`src/rtl/rot_pkg.sv`:
```
`default_nettype none
// +----------------------------------------------------------------------+
// | Package : rot_pkg                                                    |
// | Shared encodings for the rotary-encoder decoder and the              |
// | parameter-edit controller.                                           |
// | Revision: 1.0                                                        |
// +----------------------------------------------------------------------+
package rot_pkg;

  // Controller modes
  typedef enum logic {
    ST_BROWSE = 1'b0,
    ST_EDIT   = 1'b1
  } state_e;

  // Direction qualifier carried with each detent pulse
  localparam logic DIR_CW  = 1'b1;
  localparam logic DIR_CCW = 1'b0;

endpackage : rot_pkg
`default_nettype wire

```
`src/rtl/btn_debounce.sv`:
```
`default_nettype none
// +----------------------------------------------------------------------+
// | Module  : btn_debounce                                               |
// | Synchronizes a raw push-button, debounces it and emits a one-cycle   |
// | pulse on each accepted press (release produces no event).           |
// | Revision: 1.0                                                        |
// +----------------------------------------------------------------------+
module btn_debounce #(
  parameter int DEB_CYCLES = 16
) (
  input  logic clk,
  input  logic nrst,
  input  logic btn,
  output logic level,
  output logic press
);

  localparam int CNT_W = $clog2(DEB_CYCLES + 1);

  logic             sync1_q;
  logic             sync2_q;
  logic             level_q;
  logic             level_d;
  logic [CNT_W-1:0] cnt_q;
  logic [CNT_W-1:0] cnt_d;
  logic             press_q;
  logic             press_d;

  // Two-stage synchronizer for the asynchronous button input
  always_ff @(posedge clk or negedge nrst) begin
    if (!nrst) begin
      sync1_q <= 1'b0;
      sync2_q <= 1'b0;
    end else begin
      sync1_q <= btn;
      sync2_q <= sync1_q;
    end
  end

  // Stability counter: the debounced level follows the synchronized level
  // only after DEB_CYCLES consecutive cycles of disagreement; the update
  // edge itself is the last of those cycles, so a rise is visible as a
  // press on the cycle after 2 + DEB_CYCLES edges.
  always_comb begin
    cnt_d   = cnt_q;
    level_d = level_q;
    if (sync2_q == level_q) begin
      cnt_d = '0;
    end else if (cnt_q == CNT_W'(DEB_CYCLES - 1)) begin
      level_d = sync2_q;
      cnt_d   = '0;
    end else begin
      cnt_d = cnt_q + CNT_W'(1);
    end
    press_d = level_d & ~level_q;
  end

  // Debounce state and registered rising-edge pulse
  always_ff @(posedge clk or negedge nrst) begin
    if (!nrst) begin
      cnt_q   <= '0;
      level_q <= 1'b0;
      press_q <= 1'b0;
    end else begin
      cnt_q   <= cnt_d;
      level_q <= level_d;
      press_q <= press_d;
    end
  end

  assign level = level_q;
  assign press = press_q;

endmodule : btn_debounce
`default_nettype wire

```
`src/rtl/rot_param_ctrl.sv`:
```
`default_nettype none
// +----------------------------------------------------------------------+
// | Module  : rot_param_ctrl                                             |
// | Browse / edit / commit controller for a bank of parameter registers  |
// | driven by rotary-encoder detents and a push-button.                  |
// | Revision: 1.0                                                        |
// +----------------------------------------------------------------------+
module rot_param_ctrl
  import rot_pkg::*;
#(
  parameter int NUM_REGS   = 4,
  parameter int WIDTH      = 8,
  parameter int MAX_VAL    = 255,
  parameter int WRAP       = 0,
  parameter int DEB_CYCLES = 16,
  parameter int TIMEOUT    = 1000,
  localparam int IDXW      = $clog2(NUM_REGS)
) (
  input  logic                      clk,
  input  logic                      nrst,
  input  logic                      rotated,
  input  logic                      dir,
  input  logic                      btn,
  output logic [IDXW-1:0]           sel,
  output logic                      editing,
  output logic [WIDTH-1:0]          shadow,
  output logic [NUM_REGS*WIDTH-1:0] bank,
  output logic                      upd,
  output logic [IDXW-1:0]           upd_idx
);

  localparam int TW = $clog2(TIMEOUT + 1);
  localparam logic [WIDTH-1:0] MAX_V = WIDTH'(MAX_VAL);
  localparam logic [IDXW-1:0]  LAST_IDX = IDXW'(NUM_REGS - 1);

  state_e                           state_q, state_d;
  logic [IDXW-1:0]                  sel_q, sel_d;
  logic [WIDTH-1:0]                 shadow_q, shadow_d;
  logic [NUM_REGS-1:0][WIDTH-1:0]   bank_q, bank_d;
  logic [TW-1:0]                    idle_q, idle_d;
  logic                             upd_q, upd_d;
  logic [IDXW-1:0]                  upd_idx_q, upd_idx_d;

  logic                             deb_level;
  logic                             deb_press;
  logic                             press_ev;

  // One step of the edited value, saturating or wrapping at the bounds
  function automatic logic [WIDTH-1:0] step_val(input logic [WIDTH-1:0] v,
                                                input logic up);
    logic [WIDTH-1:0] r;
    if (up) begin
      if (v >= MAX_V) r = (WRAP != 0) ? '0 : MAX_V;
      else            r = v + WIDTH'(1);
    end else begin
      if (v == '0)    r = (WRAP != 0) ? MAX_V : '0;
      else            r = v - WIDTH'(1);
    end
    return r;
  endfunction

  btn_debounce #(
    .DEB_CYCLES (DEB_CYCLES)
  ) u_btn_debounce (
    .clk   (clk),
    .nrst  (nrst),
    .btn   (btn),
    .level (deb_level),
    .press (deb_press)
  );

  // A press pulse always coincides with the newly accepted high level
  assign press_ev = deb_press & deb_level;

  // State register
  always_ff @(posedge clk or negedge nrst) begin
    if (!nrst) state_q <= ST_BROWSE;
    else       state_q <= state_d;
  end

  // Next-state, index/value arithmetic, idle timer and commit path.
  // Press outranks rotation; press also outranks a coincident timeout.
  always_comb begin
    state_d   = state_q;
    sel_d     = sel_q;
    shadow_d  = shadow_q;
    bank_d    = bank_q;
    idle_d    = idle_q;
    upd_d     = 1'b0;
    upd_idx_d = upd_idx_q;
    case (state_q)
      ST_BROWSE: begin
        idle_d = '0;
        if (press_ev) begin
          shadow_d = bank_q[sel_q];
          state_d  = ST_EDIT;
        end else if (rotated) begin
          if (dir == DIR_CW) sel_d = (sel_q == LAST_IDX) ? '0 : sel_q + IDXW'(1);
          else               sel_d = (sel_q == '0) ? LAST_IDX : sel_q - IDXW'(1);
        end
      end
      ST_EDIT: begin
        if (press_ev) begin
          bank_d[sel_q] = shadow_q;
          upd_d         = 1'b1;
          upd_idx_d     = sel_q;
          idle_d        = '0;
          state_d       = ST_BROWSE;
        end else if (rotated) begin
          shadow_d = step_val(shadow_q, dir == DIR_CW);
          idle_d   = '0;
        end else if (idle_q == TW'(TIMEOUT - 1)) begin
          // Abandon the edit: the bank keeps its value, no update pulse
          shadow_d = bank_q[sel_q];
          idle_d   = '0;
          state_d  = ST_BROWSE;
        end else begin
          // Bounded by the timeout branch above, so it never overflows
          idle_d = idle_q + TW'(1);
        end
      end
      default: state_d = ST_BROWSE;
    endcase
  end

  // Datapath registers
  always_ff @(posedge clk or negedge nrst) begin
    if (!nrst) begin
      sel_q     <= '0;
      shadow_q  <= '0;
      bank_q    <= '0;
      idle_q    <= '0;
      upd_q     <= 1'b0;
      upd_idx_q <= '0;
    end else begin
      sel_q     <= sel_d;
      shadow_q  <= shadow_d;
      bank_q    <= bank_d;
      idle_q    <= idle_d;
      upd_q     <= upd_d;
      upd_idx_q <= upd_idx_d;
    end
  end

  assign sel     = sel_q;
  assign editing = (state_q == ST_EDIT);
  assign shadow  = (state_q == ST_EDIT) ? shadow_q : bank_q[sel_q];
  assign bank    = bank_q;
  assign upd     = upd_q;
  assign upd_idx = upd_idx_q;

endmodule : rot_param_ctrl
`default_nettype wire
```
`config.mk`:
```
export PLATFORM = sky130hd
export DESIGN_NAME = rot_param_ctrl
export DESIGN_NICKNAME = d
export VERILOG_FILES = /design/src/rtl/rot_pkg.sv /design/src/rtl/btn_debounce.sv /design/src/rtl/rot_param_ctrl.sv
export SDC_FILE = /design/constraint.sdc
export NUM_CORES = 1
export LEC_CHECK = 0
export ABC_AREA = 1
export ABC_CLOCK_PERIOD_IN_PS = 3740
export CORE_MARGIN = 5
export CORE_UTILIZATION = 30
export CTS_BUF_LIST = sky130_fd_sc_hd__clkbuf_4 sky130_fd_sc_hd__clkbuf_8
export DETAILED_ROUTE_END_ITERATION = 10
export GPL_ROUTABILITY_DRIVEN = 0
export GPL_TIMING_DRIVEN = 0
export PLACE_DENSITY = 0.49
export SYNTH_ARGS = -nofsm -noshare
export SYNTH_HDL_FRONTEND = slang
export SYNTH_SLANG_ARGS = --single-unit
export TNS_END_PERCENT = 10
```
`constraint.sdc`:
```
create_clock -name clk -period 3.74 [get_ports clk]
set_input_delay 0.561 -clock clk [delete_from_list [all_inputs] [get_ports clk]]
set_output_delay 0.561 -clock clk [all_outputs]
set_load 0.005 [all_outputs]
```
# Word level (Yosys, flattened, before mapping)
# Cells that the tools add are included.
# totals
regBits,65
latchBits,0
ramBits,0
rom_bits,0
inputBits,5
out_inout_bits,46
n_memories,0
# op_classes
addsub,6
n_mul,0
n_div,0
order_cmp,3
n_eq_ne,7
n_shift,0
muxes,31
bitwise,5
n_reduce_logical,6
# ops
cell,n
2-to-1 mux 8 bit,10
bitwise mux 32 bit,1
2-to-1 mux 10 bit,3
case mux 10 bit (2 select lines),1
binary-select mux 8 bit (select 2 bit),1
demux 8 bit (select 2 bit),1
case mux 8 bit (2 select lines),1
adder 10 x 1 -> 10 bit (second input constant),1
== test 10 bit (second input constant),1
2-to-1 mux 5 bit,2
adder 8 x 1 -> 8 bit (second input constant),1
>= comparator 8 bit (second input constant),1
zero test 8 bit,1
subtractor 8 x 1 -> 8 bit (second input constant),1
2-to-1 mux 1 bit,7
2-to-1 mux 2 bit,3
AND reduction 3 bit,2
adder 5 x 1 -> 5 bit (second input constant),1
== test 5 x 4 -> 1 bit (second input constant),1
inequality test 2 bit (second input constant),2
< comparator 2 x 3 -> 1 bit (second input constant),1
inequality test 3 x 2 -> 1 bit (second input constant),1
inverter 1 bit,3
adder 2 x 1 -> 2 bit (second input constant),1
9 further kinds,10

# Depth between registers and ports, before layout
# Gate-level depths: netlist (run 1).
# depth
word_depth,6
ltp_mapped,11

# Modules after synthesis
# A second synthesis (run 1) with hierarchy kept.
# hier_totals
cells_unflattened,455
hier_area_um2,3465.8
# by_module_without_submodules
mod,n_inst,cells_each,area_per_inst_um2
rot_param_ctrl,1,417,3110.5
btn_debounce,1,38,355.3

# Worst setup path after synthesis (run 1)
# OpenSTA, ideal clock, no wires.
# synth_path
path_kind,reg-to-output
from,"register sel_q[0], in the netlist sel[0]"
to,output shadow[4]
arrival_time_ns,1.154
required_time_ns,3.179
setup_slack_ns,2.025
path_stages_with_launch,9
cell_sequence,dfrtp_1 > buf_2 > inv_2 > buf_2 > nand2_1 > o211ai_1 > nand2_1 > nand2_1 > o21ai_0
# synth_between
elab_chain_cells,3
# synth_rtl
element,line_no,text
"start, declared",rot_param_ctrl.sv:37,"logic [IDXW-1:0] sel_q, sel_d;"
"start signal, assigned",rot_param_ctrl.sv:136,sel_q <= sel_d;
binary-select mux 8 bit (select 2 bit),rot_param_ctrl.sv:147,assign shadow = (state_q == ST_EDIT) ? shadow_q : bank_q[sel_q];
2-to-1 mux 8 bit (not written as such),rot_param_ctrl.sv:147,
2-to-1 mux 8 bit,rot_param_ctrl.sv:147,
"end, declared",rot_param_ctrl.sv:26,"output logic [WIDTH-1:0] shadow,"
# Every way passes these cells. The select of a mux whose other input is x is not followed.

# Worst setup path in the final report (run 1)
# layout_path
from,"register sel_q[0], in the netlist sel[0]"
to,output shadow[0]
# The elaborated chain is that of the path after synthesis.

==> results of run 1 <==
## worst register-to-register path, stage by stage, from the launching register on
cell	delay, ns
dfrtp_1	0.41
buf_2	0.22
inv_2	0.07
buf_2	0.20
ha_1	0.24
nand2_1	0.19
clkbuf_1	0.32
o21ai_0	0.12
## stage by stage
stage               cell area [µm²]  worst slack, ns  util [%]  hold WS, ns
detailed placement             4120             1.22      36.2        0.341
CTS                            4330            0.820      38.0        0.342
floorplan                      3450             2.02         -        0.265
global placement               4120           -0.185      36.3        0.333
global route                   4330            0.633      38.0        0.360
finish                         4330            0.860      38.0        0.304
## power by group through the flow
stage,combinational [mW],clock (mW),sequential (mW)
finish,0.186,0.619,0.732
global route,0.212,0.678,0.735
CTS,0.188,0.643,0.732
detailed placement,0.188,0,0.746
global placement,0.186,0,0.746
floorplan,0.115,0,0.743
## worst paths after layout
kind | from | endpoint | slack, ns | depth (start not counted)
min in group clk | u_btn_debounce.sync1_q | u_btn_debounce.sync2_q | 0.36 | 0
setup reg to reg | sel[0] | bank[4] | 1.85 | 7
hold / removal | nrst | idle_q[8] | 0.30 | 1
hold reg to reg | u_btn_debounce.sync1_q | u_btn_debounce.sync2_q | 0.36 | 0
max in group asynchronous | nrst | bank[30] | 2.89 | 1
setup / recovery | sel[0] | shadow[0] | 0.86 | 7
## per-layer routing
metal	vias up	global-route usage (%)	wire length [µm]
met1	1404	19.6	4320
li1	1548	-	-
met3	11	2.67	371
met5	-	0	0
met2	53	21.8	4190
met4	0	5.35	151
## area by class of cell
cell class / instances / share of cell area [%]
well taps: 143 / 4.14
plain buffers: 18 / 2.26
multi-input cells: 325 / 37.0
repair buffers: 49 / 11.3
flip-flops and latches: 65 / 37.6
clock inverters: 6 / 1.56
inverters: 34 / 2.95
clock buffers: 10 / 3.18
## synthesized netlist by cell type, drive strengths merged
master / n
a21oi: 6
and3: 2
buf: 13
clkbuf: 5
dfrtp: 65
ha: 11
inv: 34
nand2: 116
nand3: 21
nand4: 4
nor2: 70
nor3: 8
nor3b: 1
o211ai: 4
o21ai: 72
xnor2: 2
xor2: 8
## state kept, by name (all words and copies together), names as in the netlist, 2 cells and up
register,flops
bank,32
idle_q,10
sel,2
shadow_q,8
u_btn_debounce.cnt_q,5
upd_idx,2
## logic make-up (layout without fill, tap and decap cells)
| family | Yosys count | after routing | share of synthesized area, % |
|---|---|---|---|
| AND/OR/NAND/NOR | 222 | 222 | 27.7 |
| AO/OA/AOI/OAI | 82 | 82 | 12.2 |
| buffers and inverters | 52 | 117 | 6.52 |
| flip-flops | 65 | 65 | 47.1 |
| XOR/XNOR | 10 | 10 | 2.54 |
| adder cells (fa/ha/maj) | 11 | 11 | 3.99 |
==> results.cfg, run 1 <==
[worst_setup_path]
cp_slowest_cell = clkdlybuf4s50_1
critPathLaunchType = register
end_kind = output port
path_cells = buf_2 > buf_2 > nor2_1 > o21ai_1 > nand2_1 > o21ai_0 > clkdlybuf4s50_1
critPathKind = reg2out
cp_common_cell = buf_2
crit_arrival_ns = 2.32
crit_path_max_incr_delay_ns = 0.58
path_max_fanout = 10
cpLargestDelayFamily = buffers and inverters
worstPathRequired_ns = 3.18
critPathBufInv = 3

[cells_and_area]
multi_input_area_um2 = 1600
final_common_cell = nand2_1
area_delta_synth_final_pct = 25.3
nets = 518
finalNonFillerCells = 650
fill_cells = 1219
ff_latch_area_um2 = 1630
final_cell_mix = nand2_1 (112), dfrtp_1 (65), nor2_1 (63)
layout-drive-gt1-share_pct = 10.8
diodes = 0

[route]
num_vias = 3016
wl_per_cell_um = 13.9
drt-initial-drc-count = 203
drc = 0
drt.antenna.violating_nets = 0
firstDrtPassIters = 5
wirelength_mm = 9.03
viasPerCell = 4.64

[sta]
tightest_slew_ns = 0.832
min_period_over_period_pct = 77.0
hold_viol_final = 0
setup_viol = 0
rsz0062_at_grt = no
max_freq_mhz = 347
fin_crit_ns = 2.88
maxSlewViolCount = 0
tns_ns = 0
fin_worst_skew_ns = 0.00731
maxSlewHeadroom_pct = 44.5

[synth]
yosysTopAreaCell = dfrtp_1
synth_area_per_cell_um2 = 7.81
synth_cell_types = 27
synth_fp_nets = 458
ys_seq_area_share_pct = 47.1
synthesis.area_um2 = 3450
synthCells = 442
synth_top_area_share_pct = 47.1
ys_ff_latch = 65
synth_area_leaders = dfrtp_1 (47%), nand2_1 (12%), o21ai_0 (8.4%)
yosysWarnings = 0

[pwr]
ir_drop_v = 0.000131
power.density_nw_per_um2 = 355
pwr-share-seq_pct = 47.6
internal_power_mw = 1.11
p_leak_nw = 1.97
p_switching_mw = 0.427
total_power_mw = 1.54
swShare_pct = 27.8
power_frac_comb_pct = 12.1
p_clk_share_pct = 40.3

[global_route]
grt_pass1_wl_mm = 15.0
grtUsageTotal_pct = 14.1
grt_pass1_vias = 2895
grt_max_degree = 66
grt-ovfl-total = 0
antenna_found_initial = 0

[clock_tree]
numClockSinks = 65
cts_hold_buf = 0
root_buffer = clkbuf_8
cts.repair.resized = 0
postCtsSetupBuffers = 0
cts_buffer_depth = 2
path_clk_slew_ns = 0.07
cts_tree = built
cts_buffers = 9
h-tree-depth = 3
clkLatencyLatePin_ns = 0.35

[floorplan]
dieArea_um2 = 13800
die_h_um = 117
initial_core_util_pct = 30.4
die_x_um = 117
ios = 51
rows = 39
core_region_area_um2 = 11400

[run_status]
status = complete, no violations

[min_path]
hold_class = in2async

[place]
dpl.hpwl_mm = 6.69
dp.cells = 634
io_buffer_count = 49

[job]
drv_cap = 0
Note: power is estimated with default switching activity, not from simulation.
==> inputs of run 2 (changes only) <==
--- a/config.mk
+++ b/config.mk
@@ -6,14 +6,14 @@
 export NUM_CORES = 1
 export LEC_CHECK = 0
 export ABC_AREA = 1
-export ABC_CLOCK_PERIOD_IN_PS = 3740
+export ABC_CLOCK_PERIOD_IN_PS = 2400
 export CORE_MARGIN = 5
 export CORE_UTILIZATION = 30
 export CTS_BUF_LIST = sky130_fd_sc_hd__clkbuf_4 sky130_fd_sc_hd__clkbuf_8
 export DETAILED_ROUTE_END_ITERATION = 10
 export GPL_ROUTABILITY_DRIVEN = 0
 export GPL_TIMING_DRIVEN = 0
-export PLACE_DENSITY = 0.49
+export PLACE_DENSITY = 0.51
 export SYNTH_ARGS = -nofsm -noshare
 export SYNTH_HDL_FRONTEND = slang
 export SYNTH_SLANG_ARGS = --single-unit
==> constraint.sdc (replaced) <==
create_clock -name clk -period 2.4 [get_ports clk]
set_input_delay 0.36 -clock clk [delete_from_list [all_inputs] [get_ports clk]]
set_output_delay 0.36 -clock clk [all_outputs]
set_load 0.005 [all_outputs]
==> results.cfg, run 2 (synthesis results as in run 1) <==
[run_status]
status = finished, violations left
violations = negative setup slack

[place]
dpl.hpwl_mm = 6.74
place_ws_ns = 0.0950
dp.cells = 634
io_buffer_count = 49

[clock_tree]
postCtsSetupBuffers = 0
path_clk_slew_ns = 0.08
cts_buffer_depth = 2
h-tree-depth = 3
clkLatencyLatePin_ns = 0.35
cts_tree = built
cts_buffers = 9
cts_hold_buf = 0
root_buffer = clkbuf_8
numClockSinks = 65

[cells_and_area]
nets = 518
final_common_cell = nand2_1
largest_reg_flops = 32
layout-drive-gt1-share_pct = 11.8
fin_util_pct = 38.3
multi_input_area_um2 = 1610
final_cell_mix = nand2_1 (112), dfrtp_1 (65), nor2_1 (63)
fill_cells = 1218
ff_latch_area_um2 = 1630
diodes = 0
area_delta_synth_final_pct = 26.1
finalNonFillerCells = 650

[worst_setup_path]
cp_common_cell = nand2_1
end_kind = output port
crit_arrival_ns = 2.10
path_max_fanout = 11
path_cells = buf_6 > inv_2 > buf_4 > o211ai_1 > nand2_1 > nand2_1 > o21ai_0 > clkdlybuf4s50_1
critPathLaunchType = register
critPathKind = reg2out
worstPathRequired_ns = 2.04
crit_path_max_incr_delay_ns = 0.53
cp_slowest_cell = clkdlybuf4s50_1

[floorplan]
ios = 51
die_h_um = 117
dieArea_um2 = 13800
initial_core_util_pct = 30.4
die_x_um = 117
core_region_area_um2 = 11400
rows = 39

[pwr]
internal_power_mw = 1.80
pwr-share-seq_pct = 46.2
power.density_nw_per_um2 = 568
p_leak_nw = 2.03
p_clk_share_pct = 42.4
ir_drop_v = 0.000278
power_frac_comb_pct = 11.4
swShare_pct = 27.1
p_switching_mw = 0.669

[sta]
min_period_over_period_pct = 103
max_freq_mhz = 406
fin_crit_ns = 2.46
maxSlewHeadroom_pct = 44.5
tightest_slew_ns = 0.832
rsz0062_at_grt = yes
fin_ws_ns = -0.0639
fin_worst_skew_ns = 0.00623
setup_viol = 1
maxSlewViolCount = 0
hold_viol_final = 0

[route]
viasPerCell = 4.70
firstDrtPassIters = 4
num_vias = 3054
drt.antenna.violating_nets = 0
drc = 0
wirelength_mm = 9.13
drt-initial-drc-count = 227
wl_per_cell_um = 14.0

[global_route]
grt_pass1_wl_mm = 14.7
grt_pass1_vias = 2846
antenna_found_initial = 0
grt_max_degree = 66
grtUsageTotal_pct = 14.0
grt-ovfl-total = 0

[min_path]
hold_class = in2async

[job]
drv_cap = 0
-- run 2: cell types whose count changed in the layout (fill, tap and decap cells not counted), sizes merged --
cell,previous run,this run
clkdlybuf4s50,48,41
dlygate4sd2,0,3
clkbuf,15,17
dlymetal6s2s,0,2
bufinv,1,2
clkinvlp,2,1
-- run 2: what timing repair did --
action | CTS | global route
hold endpoints to repair | 0 | 0
resized for setup | 9 | 12
endpoints found under the setup margin | 8 | 8
pin swaps | 0 | 1
-- run 2: critical path: cells and delay by family (launching register included) --
| family | cells | cell delay (ns) |
|---|---|---|
| flip-flops | 1 | 0.44 |
| AND/OR/NAND/NOR | 2 | 0.19 |
| AO/OA/AOI/OAI | 2 | 0.17 |
| buffers and inverters | 4 | 0.94 |
-- run 2: worst paths after layout --
check / startpoint / end / slack, ns / cells after the start
worst max-delay path: sel[0] / shadow[7] / -0.06 / 8
worst min-delay path: nrst / upd_idx[1] / 0.11 / 1
worst max register to register: u_btn_debounce.level / bank[30] / 0.51 / 7
worst min register to register: u_btn_debounce.sync1_q / u_btn_debounce.sync2_q / 0.35 / 0
max in group asynchronous: nrst / bank[5] / 1.75 / 1
min in group clk: u_btn_debounce.sync1_q / u_btn_debounce.sync2_q / 0.35 / 0
-- run 2: final cells by class --
cell class / count / share of cell area, %
clock inverters: 6 / 1.90
plain buffers: 18 / 2.67
multi-input cells: 325 / 37.0
repair buffers: 49 / 11.0
well taps: 143 / 4.11
inverters: 34 / 2.93
clock buffers: 10 / 3.02
flip-flops and latches: 65 / 37.3
-- run 2: per-stage QoR --
step / cell area [µm²] / TNS [ns] / power (mW) / hold slack [ns]
after floorplan: 3450 / 0 / 1.34 / 0.0644
after global placement: 4120 / -83.83 / 1.45 / 0.334
after detailed placement: 4120 / 0 / 1.46 / 0.337
after CTS: 4340 / -0.390 / 2.51 / 0.140
after global routing: 4360 / -0.229 / 2.60 / 0.180
final: 4360 / -0.0639 / 2.47 / 0.112
-- run 2: metal layers --
metal | up-vias | wire (µm) | GRT usage (%)
li1 | 1545 | - | -
met1 | 1433 | 4380 | 19.0
met2 | 69 | 4190 | 21.9
met3 | 7 | 451 | 3.39
met4 | 0 | 101 | 4.82
met5 | - | 0 | 0
-- run 2: power groups by stage --
stage | logic, mW | clock network, mW | registers [mW]
6_report | 0.282 | 1.05 | 1.14
2_1_floorplan | 0.179 | 0 | 1.16
5_1_grt | 0.318 | 1.13 | 1.15
3_3_place_gp | 0.291 | 0 | 1.16
4_1_cts | 0.287 | 1.08 | 1.14
3_5_place_dp | 0.293 | 0 | 1.16
